File: src/rtl/axi_lite_pkg.sv
// Shared types and helpers for the AXI4-Lite register slave.
// The SLVERR response is only generated when AXI_LITE_REG_SLV_ERR_EN is defined.
package axi_lite_pkg;

   localparam int AXI_DATA_W = 32;
   localparam int STRB_W     = AXI_DATA_W / 8;
   localparam int ADDR_LSB   = 2;

   typedef enum logic [1:0] {
      RESP_OKAY   = 2'b00,
      RESP_SLVERR = 2'b10
   } resp_e;

   // Replace only the byte lanes whose strobe bit is set.
   function automatic logic [AXI_DATA_W-1:0] strbMerge(
      input logic [AXI_DATA_W-1:0] oldWord,
      input logic [AXI_DATA_W-1:0] newWord,
      input logic [STRB_W-1:0]     strb
   );
      logic [AXI_DATA_W-1:0] merged;
      merged = oldWord;
      for (int i = 0; i < STRB_W; i++) begin
         if (strb[i]) merged[8*i +: 8] = newWord[8*i +: 8];
      end
      return merged;
   endfunction

endpackage

File: src/rtl/axi_lite_wr_capture.sv
// Write-side capture for the AXI4-Lite register slave: independent one-deep AW and W
// holds, their ready signals, and the commit strobe that drains both together.
module axi_lite_wr_capture
   import axi_lite_pkg::*;
#(
   parameter int ADDR_W = 12
)(
   input  logic                  aclk,
   input  logic                  aresetn,
   input  logic [ADDR_W-1:0]     awaddr_i,
   input  logic                  awvalid_i,
   output logic                  awready_o,
   input  logic [AXI_DATA_W-1:0] wdata_i,
   input  logic [STRB_W-1:0]     wstrb_i,
   input  logic                  wvalid_i,
   output logic                  wready_o,
   input  logic                  bvalid_i,
   output logic                  commit_o,
   output logic [ADDR_W-1:0]     addr_o,
   output logic [AXI_DATA_W-1:0] data_o,
   output logic [STRB_W-1:0]     strb_o
);

   logic                  awHold_q, awHold_d;
   logic                  wHold_q, wHold_d;
   logic [ADDR_W-1:0]     addr_q, addr_d;
   logic [AXI_DATA_W-1:0] data_q, data_d;
   logic [STRB_W-1:0]     strb_q, strb_d;
   logic                  awFire, wFire;

   assign awready_o = aresetn & ~awHold_q;
   assign wready_o  = aresetn & ~wHold_q;
   assign awFire    = awvalid_i & awready_o;
   assign wFire     = wvalid_i & wready_o;
   // A commit must wait for the previous response to be taken.
   assign commit_o  = awHold_q & wHold_q & ~bvalid_i;
   assign addr_o    = addr_q;
   assign data_o    = data_q;
   assign strb_o    = strb_q;

   always_comb begin
      awHold_d = awHold_q;
      wHold_d  = wHold_q;
      addr_d   = addr_q;
      data_d   = data_q;
      strb_d   = strb_q;
      if (commit_o) begin
         awHold_d = 1'b0;
         wHold_d  = 1'b0;
      end
      if (awFire) begin
         awHold_d = 1'b1;
         addr_d   = awaddr_i;
      end
      if (wFire) begin
         wHold_d = 1'b1;
         data_d  = wdata_i;
         strb_d  = wstrb_i;
      end
   end

   always_ff @(posedge aclk) begin
      if (!aresetn) begin
         awHold_q <= 1'b0;
         wHold_q  <= 1'b0;
         addr_q   <= '0;
         data_q   <= '0;
         strb_q   <= '0;
      end else begin
         awHold_q <= awHold_d;
         wHold_q  <= wHold_d;
         addr_q   <= addr_d;
         data_q   <= data_d;
         strb_q   <= strb_d;
      end
   end

endmodule

File: src/rtl/axi_lite_reg_slave.sv
// AXI4-Lite slave over a bank of 32-bit registers; register 0 is a read-only ID word.
// Define AXI_LITE_REG_SLV_ERR_EN to answer out-of-range accesses and ID writes with SLVERR.
module axi_lite_reg_slave
   import axi_lite_pkg::*;
#(
   parameter int          ADDR_W   = 12,
   parameter int          DATA_W   = 32,
   parameter int          NUM_REGS = 16,
   parameter logic [31:0] ID_VALUE = 32'hA11E_0001
)(
   input  logic                aclk,
   input  logic                aresetn,
   input  logic [ADDR_W-1:0]   s_axi_awaddr,
   input  logic                s_axi_awvalid,
   output logic                s_axi_awready,
   input  logic [DATA_W-1:0]   s_axi_wdata,
   input  logic [DATA_W/8-1:0] s_axi_wstrb,
   input  logic                s_axi_wvalid,
   output logic                s_axi_wready,
   output logic [1:0]          s_axi_bresp,
   output logic                s_axi_bvalid,
   input  logic                s_axi_bready,
   input  logic [ADDR_W-1:0]   s_axi_araddr,
   input  logic                s_axi_arvalid,
   output logic                s_axi_arready,
   output logic [DATA_W-1:0]   s_axi_rdata,
   output logic [1:0]          s_axi_rresp,
   output logic                s_axi_rvalid,
   input  logic                s_axi_rready
);

   localparam int IDXF_W = ADDR_W - ADDR_LSB;
   localparam int IDX_W  = (NUM_REGS > 1) ? $clog2(NUM_REGS) : 1;

   if (DATA_W != 32) begin : gDataWidthCheck
      $error("axi_lite_reg_slave: DATA_W must be 32");
   end
   if (NUM_REGS < 2 || NUM_REGS > (1 << IDXF_W)) begin : gNumRegsCheck
      $error("axi_lite_reg_slave: NUM_REGS out of range");
   end

   logic [DATA_W-1:0] regs_q [NUM_REGS];

   logic              commit;
   logic [ADDR_W-1:0] cmtAddr;
   logic [DATA_W-1:0] cmtData;
   logic [STRB_W-1:0] cmtStrb;

   logic [IDXF_W-1:0] wIdxFull, rIdxFull;
   logic [IDX_W-1:0]  wIdx, rIdx;
   logic              wInRange, rInRange, wIsId, rIsId, arFire;
   logic [DATA_W-1:0] rdWord;
   resp_e             wrResp, rdResp;
   logic              unusedAddrBits;

   logic              bvalid_q, bvalid_d, rvalid_q, rvalid_d;
   resp_e             bresp_q, bresp_d, rresp_q, rresp_d;
   logic [DATA_W-1:0] rdata_q, rdata_d;

   axi_lite_wr_capture #(.ADDR_W(ADDR_W)) uWrCapture (
      .aclk      (aclk),
      .aresetn   (aresetn),
      .awaddr_i  (s_axi_awaddr),
      .awvalid_i (s_axi_awvalid),
      .awready_o (s_axi_awready),
      .wdata_i   (s_axi_wdata),
      .wstrb_i   (s_axi_wstrb),
      .wvalid_i  (s_axi_wvalid),
      .wready_o  (s_axi_wready),
      .bvalid_i  (bvalid_q),
      .commit_o  (commit),
      .addr_o    (cmtAddr),
      .data_o    (cmtData),
      .strb_o    (cmtStrb)
   );

   assign wIdxFull       = cmtAddr[ADDR_W-1:ADDR_LSB];
   assign rIdxFull       = s_axi_araddr[ADDR_W-1:ADDR_LSB];
   assign wIdx           = wIdxFull[IDX_W-1:0];
   assign rIdx           = rIdxFull[IDX_W-1:0];
   assign wInRange       = 32'(wIdxFull) < NUM_REGS;
   assign rInRange       = 32'(rIdxFull) < NUM_REGS;
   assign wIsId          = (wIdxFull == '0);
   assign rIsId          = (rIdxFull == '0);
   assign unusedAddrBits = ^{cmtAddr[ADDR_LSB-1:0], s_axi_araddr[ADDR_LSB-1:0]};

   assign s_axi_arready = aresetn & ~rvalid_q;
   assign arFire        = s_axi_arvalid & s_axi_arready;
   assign rdWord        = !rInRange ? '0 : (rIsId ? ID_VALUE : regs_q[rIdx]);

`ifdef AXI_LITE_REG_SLV_ERR_EN
   assign wrResp = (!wInRange || wIsId) ? RESP_SLVERR : RESP_OKAY;
   assign rdResp = rInRange ? RESP_OKAY : RESP_SLVERR;
`else
   assign wrResp = RESP_OKAY;
   assign rdResp = RESP_OKAY;
`endif

   // Register 0 is never written; its storage slot simply stays at reset value.
   always_ff @(posedge aclk) begin
      if (!aresetn) begin
         for (int i = 0; i < NUM_REGS; i++) regs_q[i] <= '0;
      end else if (commit && wInRange && !wIsId) begin
         regs_q[wIdx] <= strbMerge(regs_q[wIdx], cmtData, cmtStrb);
      end
   end

   always_comb begin
      bvalid_d = bvalid_q;
      bresp_d  = bresp_q;
      rvalid_d = rvalid_q;
      rresp_d  = rresp_q;
      rdata_d  = rdata_q;
      if (bvalid_q && s_axi_bready) bvalid_d = 1'b0;
      if (commit) begin
         bvalid_d = 1'b1;
         bresp_d  = wrResp;
      end
      if (rvalid_q && s_axi_rready) rvalid_d = 1'b0;
      if (arFire) begin
         rvalid_d = 1'b1;
         rresp_d  = rdResp;
         rdata_d  = rdWord;
      end
   end

   always_ff @(posedge aclk) begin
      if (!aresetn) begin
         bvalid_q <= 1'b0;
         bresp_q  <= RESP_OKAY;
         rvalid_q <= 1'b0;
         rresp_q  <= RESP_OKAY;
         rdata_q  <= '0;
      end else begin
         bvalid_q <= bvalid_d;
         bresp_q  <= bresp_d;
         rvalid_q <= rvalid_d;
         rresp_q  <= rresp_d;
         rdata_q  <= rdata_d;
      end
   end

   assign s_axi_bvalid = bvalid_q;
   assign s_axi_bresp  = bresp_q;
   assign s_axi_rvalid = rvalid_q;
   assign s_axi_rresp  = rresp_q;
   assign s_axi_rdata  = rdata_q;

endmodule
File: config.mk
export PLATFORM = sky130hd
export DESIGN_NAME = axi_lite_reg_slave
export DESIGN_NICKNAME = d
export VERILOG_FILES = /design/src/rtl/axi_lite_pkg.sv /design/src/rtl/axi_lite_wr_capture.sv /design/src/rtl/axi_lite_reg_slave.sv
export SDC_FILE = /design/constraint.sdc
export NUM_CORES = 1
export LEC_CHECK = 0
export ABC_CLOCK_PERIOD_IN_PS = 2570
export CORE_ASPECT_RATIO = 0.75
export CORE_UTILIZATION = 50
export CTS_CLUSTER_DIAMETER = 50
export DETAILED_ROUTE_END_ITERATION = 7
export PLACE_DENSITY_LB_ADDON = 0.3
export REMOVE_ABC_BUFFERS = 1
export SLEW_MARGIN = 20
export SYNTH_ARGS = -nofsm -noshare
export SYNTH_HDL_FRONTEND = slang
export SYNTH_SLANG_ARGS = --single-unit
File: constraint.sdc
create_clock -name aclk -period 2.57 [get_ports aclk]
set_input_delay 0.3855 -clock aclk [delete_from_list [all_inputs] [get_ports aclk]]
set_output_delay 0.3855 -clock aclk [all_outputs]
set_load 0.01 [all_outputs]
==> summary.txt <==
Max Root-Sink Buffers = 3
max incr delay on CP = 530 ps
DR WL/cell = 21.91 um
Yosys warnings = 0
Static Leakage = 10.54 nW
WP data arrival = 2860 ps
final setup margin = 14.60 ps
port bufs = 99
Yosys cell types = 36
total track usage = 0.2360
kind of critical path = register to register
worst reg2reg path depth = 6
top post-synthesis cells by area = edfxtp_1 (60%), mux4_2 (11%), dfxtp_1 (6.4%)
WL final = 60560 um
DRC viols = 0
max-slew violation count = 0
Max Cap Viol = 0
Final #Nets = 2126
crit-path cells = or3_1 -> nor4_4 -> buf_12 -> nand2_2 -> o21ai_0 -> buf_4
Max FO, Critical Path = 11
critical path startpoint = uWrCapture.addr_o[11]$_SDFFE_PN0P_
min cycle time layout = 2555 ps
status = finished clean
crit path buf inv count = 2
R2R setup slack = 10 ps
Synth-to-Final Area Change = 18.29%
Hold EP = uWrCapture.data_o[20]$_SDFFE_PN0P_
Mapped Cells = 1844
Clock Skew = 18.73 ps
power consumption = 20.65 mW
core area = 50280 um2
starting DRC count in detailed routing = 1556
crit-path leading delay family = simple AND/OR/NAND/NOR gates
TritonCTS Sinks = 594
Reg clk slew, reported paths = 60 ps
Initial Util = 0.5080
Seq/Total Area, Yosys = 0.6661
Post-DRT Antenna Nets = 0
Worst-Margin Slew = 589.3 ps
Ports = 108
RSZ-0062 raised after global routing = yes
Worst R2R End = regs_q[5][24]$_SDFFCE_PN0P_
# rows = 71
Post-Syn Area per Cell = 13.85 um2
maximum operating frequency = 391.3 MHz
Final Wtd Congestion = 0.7847
hold_sp = s_axi_wdata[20]
Placement Setup Slack = -145.5 ps
Seq cells post-synth = 594
CTS tree = done
non-filler cells in the finished layout = 2764
final hold slack = 327.9 ps
total iterations of the first detailed-routing run = 7
type of the tightest min-delay check = input pin to register
crit start category = register
vias per cell = 5.651
r2r startpoint = uWrCapture.addr_o[11]$_SDFFE_PN0P_
H-tree depth = 2
die area = 52010 um2
wire length of the first global-routing pass = 91830 um
Slew HR = 0.6071
grt total ovfl = 0
Vias = 15620
top cell type's share of synthesized area = 0.6019
most common cell after layout, fill and taps aside = edfxtp_1
PwrDens = 683.3 nW/um2
Worst Setup End Kind = register
Peak VDD IR = 452.1 uV
Filler cells = 3738
chip height = 197.7 um
slowest CP cell = or3_1
total CTS buffers = 56
largest net degree at the start of global routing = 91
synthesized area = 25540 um2
footprint of the multi-input gates = 7886 um2
Clock Latency Late Sink = 610 ps
Final setup viols = 0
share of cells above drive strength 1 = 0.2157
most frequent cells in the layout = edfxtp_1 (512), nor2_1 (362), nand2_1 (187)
Chip Width = 263.0 um
Reg area = 17020 um2
post-synth top area cell = edfxtp_1
dpl hpwl = 41060 um
initial antenna violation count = 1
final hold vios = 0
CP Data Required Time = 2870 ps
clk root buf = clkbuf_16
fin crit share = 0.9943
Hold Path Depth = 3
vias in the first global route = 15530
dpl cells = 2655
[cell families (layout without fill, tap and decap cells)]
| logic type | after synthesis | in the layout | share of synthesized area |
|---|---|---|---|
| compound gates | 141 | 141 | 0.03174 |
| buf+inv | 170 | 396 | 0.03091 |
| flops | 594 | 594 | 0.6661 |
| mux | 184 | 184 | 0.1364 |
| other cells | 1 | 38 | 0.0001468 |
| simple gates | 754 | 754 | 0.1347 |
[how the worst max path moves through the flow]
stage | to | slack, ps | cells past startpoint
after floorplan | regs_q[11][0]$_SDFFCE_PN0P_ | -320 | 4
after global placement | regs_q[9][19]$_SDFFCE_PN0P_ | -70 | 7
after detailed placement | regs_q[9][19]$_SDFFCE_PN0P_ | -150 | 7
after CTS | regs_q[6][6]$_SDFFCE_PN0P_ | 30 | 6
final | regs_q[5][24]$_SDFFCE_PN0P_ | 10 | 6
after global routing | regs_q[5][12]$_SDFFCE_PN0P_ | -40 | 6
[worst reg2reg max path, stage by stage, from the launching register on]
cell and delay [ps]:
dfxtp_1 340, or3_1 530, nor4_4 430, buf_12 190, nand2_2 240, o21ai_0 290
buf_4 230
[repair_timing]
item,4_1_cts,5_1_grt
setup endpoints to repair,8,105
hold buffers,0,0
resized for setup,1,9
buffers inserted,0,3
[routing by layer]
metal  global-route usage  vias up  wire length, um  share of wire
met4              0.06779        0             1241          0.020
met3              0.03681       84             4856          0.080
met5                    0        -                0              0
li1                     -     7041                -              -
met2               0.3788      670            28570           0.47
met1               0.3369     7824            25900           0.43
[synth_stat cells (all sizes together)]
master    n
nor4      5
nand2   195
nor2b     5
or4b      2
edfxtp  512
nand2b   20
a211oi    1
inv       8
mux2     32
clkbuf   59
buf     103
o211ai   24
o31ai     1
a221o     8
nor3b     1
o21ai    97
a21oi    10
or3       2
nand3b    1
and2    135
mux2i    24
nor2    362
nor3      5
conb      1
dfxtp    82
and3     16
or4       2
nand3     3
mux4    128
[power breakdown]
part	total [mW]	switching (mW)	internal (mW)
Combinational	1.40	0.741	0.656
Clock	8.29	3.52	4.77
Sequential	11.0	0.168	10.8
[flip-flops by register name, indices dropped and copies added (netlist names)]
signal / count
uWrCapture.wHold_q: 1
s_axi_bvalid: 1
uWrCapture.addr_o: 10
s_axi_rvalid: 1
uWrCapture.strb_o: 4
uWrCapture.awHold_q: 1
regs_q: 512
uWrCapture.data_o: 32
s_axi_rdata: 32
[cell type report]
type	instances	share of cell area
repair buffers	284	0.08650
clock buffers	86	0.05520
diodes	2	0.0001656
flip-flops and latches	594	0.5631
multi-input cells	1115	0.2610
well taps	657	0.02720
clock inverters	18	0.005797
inverters	8	0.0009938
[through the flow]
| stage | utilization | area, um2 | setup TNS, ps |
|---|---|---|---|
| 2_1_floorplan | - | 24920 | -74400 |
| 3_3_place_gp | 0.5637 | 28340 | -558.6 |
| 3_5_place_dp | 0.5637 | 28340 | -2367 |
| 4_1_cts | 0.6003 | 30190 | 0 |
| 5_1_grt | 0.6009 | 30210 | -1037 |
| 6_report | 0.6010 | 30220 | 0 |
Note: power is estimated with default switching activity, not from simulation.
